### src/rtl/discr_scaler_1b.sv
// Counts uninhibited discriminator rising edges over a programmable gate period.
// Optional deadtime accumulator enabled by defining DISCR_SCALER_DEADTIME_EN.
module discr_scaler_1b #(
    parameter int unsigned P_PERIOD_WIDTH = 32,
    parameter int unsigned P_CNT_WIDTH    = 32
) (
    input  logic                      clk,
    input  logic                      rst,
    input  logic                      bits_in,
    input  logic                      inhibit_in,
    input  logic [P_PERIOD_WIDTH-1:0] period_len,
    output logic [P_CNT_WIDTH-1:0]    scaler_out,
    output logic [P_CNT_WIDTH-1:0]    deadtime_out,
    output logic [15:0]               period_seq,
    output logic                      valid
);

    localparam logic [0:0] S_DISABLED = 1'b0;
    localparam logic [0:0] S_COUNT    = 1'b1;

    localparam logic [P_CNT_WIDTH-1:0]    CNT_MAX    = '1;
    localparam logic [P_PERIOD_WIDTH-1:0] PERIOD_ONE = P_PERIOD_WIDTH'(1);

    logic [P_PERIOD_WIDTH-1:0] i_period_len;
    logic [P_PERIOD_WIDTH-1:0] pcnt;
    logic [P_CNT_WIDTH-1:0]    racc;
    logic [P_CNT_WIDTH-1:0]    racc_next;
    logic                      prev_bit;
    logic                      bit_edge;
    logic                      rinc;
    logic                      dinc;
    logic [0:0]                state;
    logic                      final_cycle;

    function automatic logic [P_CNT_WIDTH-1:0] sat_inc(input logic [P_CNT_WIDTH-1:0] acc,
                                                       input logic inc);
        sat_inc = (acc == CNT_MAX) ? acc : acc + P_CNT_WIDTH'(inc);
    endfunction

    // State follows the registered period length; zero means the scaler is off.
    assign state       = (i_period_len == '0) ? S_DISABLED : S_COUNT;
    assign bit_edge    = bits_in & ~prev_bit;
    assign rinc        = bit_edge & ~inhibit_in;
    assign dinc        = inhibit_in;
    assign final_cycle = (state == S_COUNT) && (pcnt >= (i_period_len - PERIOD_ONE));

    always_comb begin
        racc_next = sat_inc(racc, rinc);
    end

    // Edge history and period length register run through reset as well.
    always_ff @(posedge clk) begin
        i_period_len <= period_len;
        prev_bit     <= bits_in;
    end

    always_ff @(posedge clk) begin
        if (rst) begin
            pcnt       <= '0;
            racc       <= '0;
            scaler_out <= '0;
            period_seq <= '0;
            valid      <= 1'b0;
        end else if (state == S_DISABLED) begin
            pcnt  <= '0;
            racc  <= '0;
            valid <= 1'b0;
        end else if (final_cycle) begin
            scaler_out <= racc_next;
            racc       <= '0;
            pcnt       <= '0;
            period_seq <= period_seq + 16'd1;
            valid      <= 1'b1;
        end else begin
            racc  <= racc_next;
            pcnt  <= pcnt + PERIOD_ONE;
            valid <= 1'b0;
        end
    end

`ifdef DISCR_SCALER_DEADTIME_EN
    logic [P_CNT_WIDTH-1:0] dacc;
    logic [P_CNT_WIDTH-1:0] dacc_next;

    always_comb begin
        dacc_next = sat_inc(dacc, dinc);
    end

    always_ff @(posedge clk) begin
        if (rst) begin
            dacc         <= '0;
            deadtime_out <= '0;
        end else if (state == S_DISABLED) begin
            dacc <= '0;
        end else if (final_cycle) begin
            deadtime_out <= dacc_next;
            dacc         <= '0;
        end else begin
            dacc <= dacc_next;
        end
    end
`else
    logic unused_dinc;
    assign unused_dinc  = dinc;
    assign deadtime_out = '0;
`endif

endmodule

### config.mk
export PLATFORM = sky130hd
export DESIGN_NAME = discr_scaler_1b
export DESIGN_NICKNAME = d
export VERILOG_FILES = /design/src/rtl/discr_scaler_1b.sv
export SDC_FILE = /design/constraint.sdc
export NUM_CORES = 1
export LEC_CHECK = 0
export CAP_MARGIN = 20
export CORE_MARGIN = 2
export CORE_UTILIZATION = 45
export DETAILED_ROUTE_END_ITERATION = 8
export PLACE_DENSITY = 0.69
export SLEW_MARGIN = 20
export SYNTH_ARGS = -nofsm -noshare
export SYNTH_HDL_FRONTEND = slang
export SYNTH_SLANG_ARGS = --single-unit
### constraint.sdc
create_clock -name clk -period 4.8 [get_ports clk]
set_input_delay 1.2 -clock clk [delete_from_list [all_inputs] [get_ports clk]]
set_output_delay 1.2 -clock clk [all_outputs]
set_load 0.01 [all_outputs]
Word-level counts from Yosys, hierarchy flattened. Index checks and enable logic that the tools add are counted.

Add/sub/neg operators: 4. Magnitude comparators: 1. Equality and inequality tests: 1. Mux-type cells: 3. Bitwise gates (word level): 5. Reductions and logical operators: 5.

Operators by type and width (count): adder 32 x 1 -> 32 bit (1); adder 32 x 1 -> 32 bit (second input constant) (1); equality test 32 bit (second input constant) (1); >= comparator 32 bit (1); zero test 32 bit (1); two-way mux 32 bit (1); subtractor 32 x 1 -> 32 bit (second input constant) (1); adder 16 x 1 -> 16 bit (second input constant) (1); inverter 1 bit (3); OR reduction 3 bit (1); bitwise AND 1 bit (2); two-way mux 1 bit (2); AND reduction 2 bit (1); OR reduction 2 bit (1); logical AND 1 bit (1).

Bits in registers: 146. Input port bits: 36. Output and inout bits: 81. Logic and storage cells: 26.

Longest topological paths before layout. Gate-level depths: netlist (run 1).

Depth in word-level cells: 5. Depth in mapped cells: 16. Mapped depth without buffers: 14.

Worst setup path before layout (run 1). Ideal clock, no wire load.

Kind: register -> register. From: reg i_period_len[6]. To: reg period_seq[11]. Library setup time: 0.121 ns. Arrival: 3.929 ns. Required time: 4.679 ns. Path slack: 0.750 ns. Stages on the path, launching flop included: 15. Buffers on the path: 1. Period minus slack after synthesis: 4.050 ns. Path through: dfxtp_1 or4_1 nor2_1 nand4_1 or4_4 nor3_1 xnor2_1 ha_1 nand4_1 nor4_1 nand4_1 a41o_1 clkbuf_1 a211oi_1 mux2_2.

Word-level cells in the longest chain between the ends: 4. Elaborated cells on any way between the ends: 7. Classes of those cells: add/sub: 1; order compare: 1; mux: 1; bitwise: 1; reduce/logical: 3.

RTL lines: from (decl) (line 24) `logic [P_PERIOD_WIDTH-1:0] i_period_len;`; from (signal assigned) (line 53) `i_period_len <= period_len;`; subtractor 32 x 1 -> 32 bit / zero test 32 bit (equally long branches) (line 45, 41); >= comparator 32 bit / two-way mux 1 bit (equally long branches) (line 45, 41); logical AND 1 bit (line 45) `assign final_cycle = (state == S_COUNT) && (pcnt >= (i_period_len - PERIOD_ONE));`; AND reduction 2 bit (no line) *; to (signal assigned) (line 72) `period_seq <= period_seq + 16'd1;`; to (decl) (line 14) `output logic [15:0] period_seq,`.

Every way passes the cells marked *; elsewhere a longest branch is shown, timed or not. A chain may end at the register's enable or synchronous reset.

Final worst setup path (run 1).
From: reg i_period_len[3]. To: reg period_seq[15].

Same word-level chain as after synthesis.

==> results of run 1 <==
kinds of logic (layout without fill, tap and decap cells):
kind of cell / Yosys count / count (layout) / synth area share [%]
AO/OA/AOI/OAI: 124 / 124 / 12.64
XOR/XNOR: 86 / 86 / 10.33
adder cells (fa/ha/maj): 37 / 37 / 6.348
buffers and inverters: 82 / 136 / 6.296
flip-flops: 146 / 146 / 40.08
multiplexers: 15 / 15 / 2.299
other: 1 / 32 / 0.05142
AND/OR/NAND/NOR: 315 / 315 / 21.96
cell usage in the layout (no fill, tap or decap), types with 26 or more instances in the layout:
cell / n
sky130_fd_sc_hd__dfxtp_1: 146
sky130_fd_sc_hd__nor2_1: 116
sky130_fd_sc_hd__clkdlybuf4s50_1: 83
sky130_fd_sc_hd__a211oi_1: 71
sky130_fd_sc_hd__xnor2_1: 52
sky130_fd_sc_hd__nand2_1: 39
sky130_fd_sc_hd__ha_1: 37
sky130_fd_sc_hd__xor2_1: 34
sky130_fd_sc_hd__nand3_1: 32
sky130_fd_sc_hd__conb_1: 32
sky130_fd_sc_hd__nand4_1: 26
final cells by class:
type,count,share of cell area (%)
multi-input cells,609,46.12
flip-flops and latches,146,33.36
repair buffers,92,10.37
clock buffers,26,5.926
well taps,216,3.084
inverters,14,0.5997
clock inverters,4,0.5426
worst paths after layout:
| check | from | end | slack (ps) | cells after the start |
|---|---|---|---|---|
| worst max-delay path | i_period_len[3]$_DFF_P_ | period_seq[15]$_SDFFE_PP0P_ | 300 | 14 |
| worst max register to register | i_period_len[3]$_DFF_P_ | period_seq[15]$_SDFFE_PP0P_ | 300 | 14 |
| worst min-delay path | pcnt[0]$_SDFF_PP0_ | pcnt[0]$_SDFF_PP0_ | 480 | 1 |
| worst min register to register | pcnt[0]$_SDFF_PP0_ | pcnt[0]$_SDFF_PP0_ | 480 | 1 |
metal layers:
layer  track usage [%]  part of all wire, %  up-vias
met5                 0                    0        -
met4             7.850                  1.9        0
met3             4.630                  3.9       24
met2             31.23                   48      128
met1             22.97                   47     2630
li1                  -                    -     2967
registers in the layout, summed over array words and instances, names as in the netlist:
name          count
prev_bit          1
racc             32
period_seq       16
scaler_out       32
valid             1
pcnt             32
i_period_len     32
power by group:
part / switching [uW] / internal [uW] / total [uW]
sequential: 19.4 / 1230 / 1250
clock: 476 / 788 / 1260
combinational: 54.9 / 51.9 / 107
total: 550 / 2070 / 2620
metrics by stage:
stage	utilization [%]	setup WS, ps	std cells	setup TNS, ps	instance area, um^2
after floorplan	-	750.3	837	0	7410
after global placement	51.50	340.9	1077	0	8182
after detailed placement	51.50	247.6	1077	0	8182
after CTS	55.07	232.4	1107	0	8748
after global routing	55.16	-42.05	1107	-190.0	8762
final	55.16	301.7	1107	0	8762
timing repair:
item | CTS | global route
setup endpoints to repair | 0 | 21
resized for setup | 0 | 3
buffers inserted | 0 | 0
worst max-delay path, cell delays in order (launching register included):
cell,delay [ps]
sky130_fd_sc_hd__dfxtp_1,340
sky130_fd_sc_hd__or3_1,430
sky130_fd_sc_hd__nor4_2,310
sky130_fd_sc_hd__nand4_1,250
sky130_fd_sc_hd__or4_4,490
sky130_fd_sc_hd__nor3_1,240
sky130_fd_sc_hd__xnor2_1,90
sky130_fd_sc_hd__ha_1,290
sky130_fd_sc_hd__nand4_1,140
sky130_fd_sc_hd__nor4_1,450
sky130_fd_sc_hd__nand4_1,200
sky130_fd_sc_hd__a41o_1,270
sky130_fd_sc_hd__buf_4,220
sky130_fd_sc_hd__a211oi_1,270
sky130_fd_sc_hd__mux2_2,370
==> impl_summary.log, run 1 <==
INFO  metric dp_hpwl = 11,000 um
INFO  metric critical_path_class = reg -> reg
INFO  metric pin_count = 117
INFO  metric synth_area_leader_cell = sky130_fd_sc_hd__dfxtp_1
INFO  metric antennaDiodeCount = 0
INFO  metric setup_viol_count_final = 0
INFO  metric slew-limit-headroom = 36.53%
INFO  metric core_area = 0.01589 mm^2
INFO  metric hold_viol_final = 0
INFO  metric h_tree_depth = 4
INFO  metric final_total_power = 2620 uW
INFO  metric pin_count_of_the_biggest_net_entering_global_routing = 65
INFO  metric post-route-period-util = 93.71%
INFO  metric cts_tree = yes
INFO  metric grt_pass1_wl = 26,520 um
INFO  metric timing.max_cap.violations = 0
INFO  metric setup.worst_path.end_class = register
INFO  metric postSynthRegisterBits = 146
INFO  metric numClockSinks = 146
INFO  metric outcome = complete, no violations
INFO  metric grt_use_total = 18.68%
INFO  metric synth_area_per_cell = 9.049 um^2
INFO  metric postRouteAntennaNets = 0
INFO  metric number_of_synthesized_flops_with_an_enable_pin = 0
INFO  metric multi_input_area = 0.004041 mm^2
INFO  metric total_leakage_power = 0.003159 uW
INFO  metric synthesis.area = 0.007293 mm^2
INFO  metric gp_congestion = 0.8685
INFO  metric fillCellCount = 1,455
INFO  metric synth_cells = 806
INFO  metric critPathMaxFanout = 23
INFO  metric clock-root-buffer = sky130_fd_sc_hd__clkbuf_16
INFO  metric power-per-cell-area = 299.0 mW/mm^2
INFO  metric finalCriticalPeriod = 4498 ps
INFO  metric max_slew.worst_pin.slew = 952.1 ps
INFO  metric async_reset_ff_share = 0%
INFO  metric seqCellArea = 0.002923 mm^2
INFO  metric timing.hold.worst.class = reg -> reg
INFO  metric die_w = 131.3 um
INFO  metric synthDistinctLibCells = 59
INFO  metric worst_ep_arrival_time = 4810 ps
INFO  metric port-buffer-count = 84
INFO  metric grt_pass1_vias = 5,601
INFO  metric ir_worst_vdd = 0.2518 mV
INFO  metric grt_overflow = 0
INFO  metric synth_seq_area_share = 40.08%
INFO  metric synth_commonest_cells = sky130_fd_sc_hd__dfxtp_1, sky130_fd_sc_hd__nor2_1, sky130_fd_sc_hd__a211oi_1
INFO  metric remaining_drc_errors = 0
INFO  metric timing.fmax = 0.2223 GHz
INFO  metric synth.most_common_cell = sky130_fd_sc_hd__dfxtp_1
INFO  metric num-nets-final = 953
INFO  metric routed-via-count = 5,749
INFO  metric worst_hold_slack = 478.1 ps
INFO  metric final_layout_size_suffix_gt1_share = 6.285%
INFO  metric crit_required = 5110 ps
INFO  metric drt_pre_antenna_iters = 5
INFO  metric timing_max_transition_violations_final = 0
INFO  metric std_cell_rows = 46
INFO  metric detail_route.wl_per_cell = 14.05 um
INFO  metric antenna_violations_before_repair = 0
INFO  metric die_h = 131.3 um
INFO  metric insertion_delay = 420 ps
INFO  metric critical_path.startpoint_type = register
INFO  metric drt_first_iter_violations = 337
INFO  metric clk_pin_slew_worst_paths = 50 ps
INFO  metric detailed_route_wl = 15,550 um
INFO  metric yosys-top-cells-area = sky130_fd_sc_hd__dfxtp_1, sky130_fd_sc_hd__a211oi_1, sky130_fd_sc_hd__ha_1
INFO  metric vias_per_cell = 5.193
INFO  metric yosys_synthesis_warning_count = 0
INFO  metric cts.hold.buffers_added = 0
INFO  metric die_area = 0.01724 mm^2
INFO  metric timing.clock.skew = 9.772 ps
INFO  metric floorplan.initialDensity = 45.91%
INFO  metric area_growth_syn_to_layout = 20.14%
INFO  metric cts-buffers-inserted = 17
INFO  metric synthDominantCellAreaShare = 40.08%
INFO  metric synth_ff_type = sky130_fd_sc_hd__dfxtp_1
INFO  metric maximum_number_of_buffers_from_clock_root_to_sink = 2
No activity file was read; power rests on OpenSTA's default activity.
==> run 2: changes to the inputs <==
Settings changed: ABC_AREA set to 0.
Clock period 4.8 ns to 5.52 ns, I/O delays scaled along.
==> impl_summary.log, run 2 (synthesis gave the netlist of run 1 again) <==
INFO  metric outcome = complete, no violations
INFO  metric port-buffer-count = 84
INFO  metric num-nets-final = 952
INFO  metric setup_slack = 620.7 ps
INFO  metric core_area = 0.01589 mm^2
INFO  metric h_tree_depth = 4
INFO  metric std_cell_rows = 46
INFO  metric gp_congestion = 0.8329
INFO  metric grt_overflow = 0
INFO  metric critical_path.startpoint = i_period_len[3]$_DFF_P_
INFO  metric crit_path_end = period_seq[6]$_SDFFE_PP0P_
INFO  metric crit-reg2reg-capture = period_seq[6]$_SDFFE_PP0P_
INFO  metric postRouteAntennaNets = 0
INFO  metric antennaDiodeCount = 0
INFO  metric vias_per_cell = 5.178
INFO  metric timing.fmax = 0.2041 GHz
INFO  metric post_cts.resized_instances = 0
INFO  metric detailed_route_wl = 14,950 um
INFO  metric post_cts.repair.setup_buffers = 0
INFO  metric power-per-cell-area = 260.9 mW/mm^2
INFO  metric crit_path_top_delay_cell = sky130_fd_sc_hd__a2111oi_0
INFO  metric insertion_delay = 420 ps
INFO  metric drt_pre_antenna_iters = 4
INFO  metric numClockSinks = 146
INFO  metric critical_path.startpoint_type = register
INFO  metric antenna_violations_before_repair = 0
INFO  metric grt_pass1_vias = 5,326
INFO  metric pin_count_of_the_biggest_net_entering_global_routing = 65
INFO  metric routed-via-count = 5,737
INFO  metric maximum_number_of_buffers_from_clock_root_to_sink = 2
INFO  metric timing.max_cap.violations = 0
INFO  metric die_h = 131.3 um
INFO  metric fillCellCount = 1,479
INFO  metric slew-limit-headroom = 34.26%
INFO  metric timing_max_transition_violations_final = 0
INFO  metric worst_stage_delay_on_the_critical_path = 620 ps
INFO  metric timing.hold.worst.class = reg -> reg
INFO  metric pin_count = 117
INFO  metric cts-buffers-inserted = 17
INFO  metric mostFrequentLayoutCell = sky130_fd_sc_hd__dfxtp_1
INFO  metric setup.worst_path.end_class = register
INFO  metric critical_path_class = reg -> reg
INFO  metric worst_hold_slack = 485.6 ps
INFO  metric clk_pin_slew_worst_paths = 60 ps
INFO  metric worstHoldPathCells = 1
INFO  metric critPathMaxFanout = 24
INFO  metric remaining_drc_errors = 0
INFO  metric ir_worst_vdd = 0.2557 mV
INFO  metric area_growth_syn_to_layout = 19.61%
INFO  metric regToRegSetupSlack = 620 ps
INFO  metric grt_pass1_wl = 25,950 um
INFO  metric dp_hpwl = 10,440 um
INFO  metric dp_slack = 577.7 ps
INFO  metric worst_ep_arrival_time = 5210 ps
INFO  metric commonest_non_fill_non_tap_cells_in_the_layout = sky130_fd_sc_hd__dfxtp_1, sky130_fd_sc_hd__nor2_1, sky130_fd_sc_hd__clkdlybuf4s50_1, sky130_fd_sc_hd__a211oi_1, sky130_fd_sc_hd__xnor2_1
INFO  metric crit_required = 5840 ps
INFO  metric critical-path-top-cell-by-count = sky130_fd_sc_hd__nand4_1
INFO  metric cp_cell_sequence = or3_1 -> nor4_1 -> nand4_1 -> or4_4 -> nor3_1 -> xnor2_1 -> ha_1 -> nand4_1 -> nor4_1 -> nand4_1 -> a41o_1 -> a2111oi_0 -> mux2_2
INFO  metric finalCoreUtilization = 54.91%
INFO  metric ff2ff_path_depth = 13
INFO  metric die_w = 131.3 um
INFO  metric post-route-period-util = 88.76%
INFO  metric detail_route.wl_per_cell = 13.49 um
INFO  metric clock-root-buffer = sky130_fd_sc_hd__clkbuf_16
INFO  metric setup-tns-final = 0 ps
INFO  metric timing.clock.skew = 6.383 ps
INFO  metric hold_viol_final = 0
INFO  metric cts_tree = yes
INFO  metric rsz0062_at_grt = no
INFO  metric drt_first_iter_violations = 351
INFO  metric worstReg2RegStart = i_period_len[3]$_DFF_P_
INFO  metric setup_viol_count_final = 0
INFO  metric max_slew.worst_pin.slew = 986.2 ps
INFO  metric finalCriticalPeriod = 4899 ps
INFO  metric total_leakage_power = 0.003151 uW
INFO  metric floorplan.initialDensity = 45.91%
INFO  metric cts.hold.buffers_added = 0
INFO  metric die_area = 0.01724 mm^2
INFO  metric final_layout_size_suffix_gt1_share = 6.278%
INFO  metric grt_use_total = 18.15%
[run 2: cell types whose count changed in the layout (fill, tap and decap cells not counted), sizes merged]
cell,delta
buf,-1
bufinv,+1
clkbuf,-6
clkinv,+6
clkinvlp,+1
[run 2: worst min-delay path by stage]
stage | start | endpoint | slack, ps
after floorplan | pcnt[0]$_SDFF_PP0_ | pcnt[0]$_SDFF_PP0_ | 440
after global placement | pcnt[0]$_SDFF_PP0_ | pcnt[0]$_SDFF_PP0_ | 470
after detailed placement | pcnt[0]$_SDFF_PP0_ | pcnt[0]$_SDFF_PP0_ | 480
after CTS | pcnt[0]$_SDFF_PP0_ | pcnt[0]$_SDFF_PP0_ | 490
after global routing | pcnt[0]$_SDFF_PP0_ | pcnt[0]$_SDFF_PP0_ | 520
final | pcnt[0]$_SDFF_PP0_ | pcnt[0]$_SDFF_PP0_ | 490
[run 2: cell type report]
type | count | area (um^2) | share of cell area (%)
repair buffers | 91 | 888.4 | 10.18
clock inverters | 12 | 115.1 | 1.320
inverters | 14 | 52.55 | 0.6024
well taps | 216 | 270.3 | 3.098
flip-flops and latches | 146 | 2923 | 33.51
multi-input cells | 609 | 4028 | 46.17
clock buffers | 20 | 446.7 | 5.120
[run 2: report_power, final]
part,switching (uW),internal (uW)
Clock,430,669
Combinational,47.0,44.4
Sequential,16.4,1070
Total,494,1780
[run 2: critical path: cells and delay by family, from the launching register on]
| family | cells | cell delay [ps] |
|---|---|---|
| AO/OA/AOI/OAI | 2 | 1190 |
| adder cells (fa/ha/maj) | 1 | 290 |
| XOR/XNOR | 1 | 100 |
| AND/OR/NAND/NOR | 8 | 2470 |
| flip-flops | 1 | 330 |
| multiplexers | 1 | 390 |
[run 2: metrics by stage]
stage	cell area (um^2)	std cells	total power (uW)
finish	8723	1108	2276
floorplan	7410	837	1179
global route	8723	1108	2370
detailed placement	8162	1076	1200
global placement	8162	1076	1198
CTS	8723	1108	2296
[run 2: routing by layer]
metal / share of wire [%] / track usage, % / vias to the layer above
li1: - / - / 2958
met1: 48 / 24.21 / 2647
met2: 46 / 29.39 / 118
met3: 3.7 / 3.704 / 14
met4: 1.4 / 6.099 / 0
met5: 0 / 0 / -
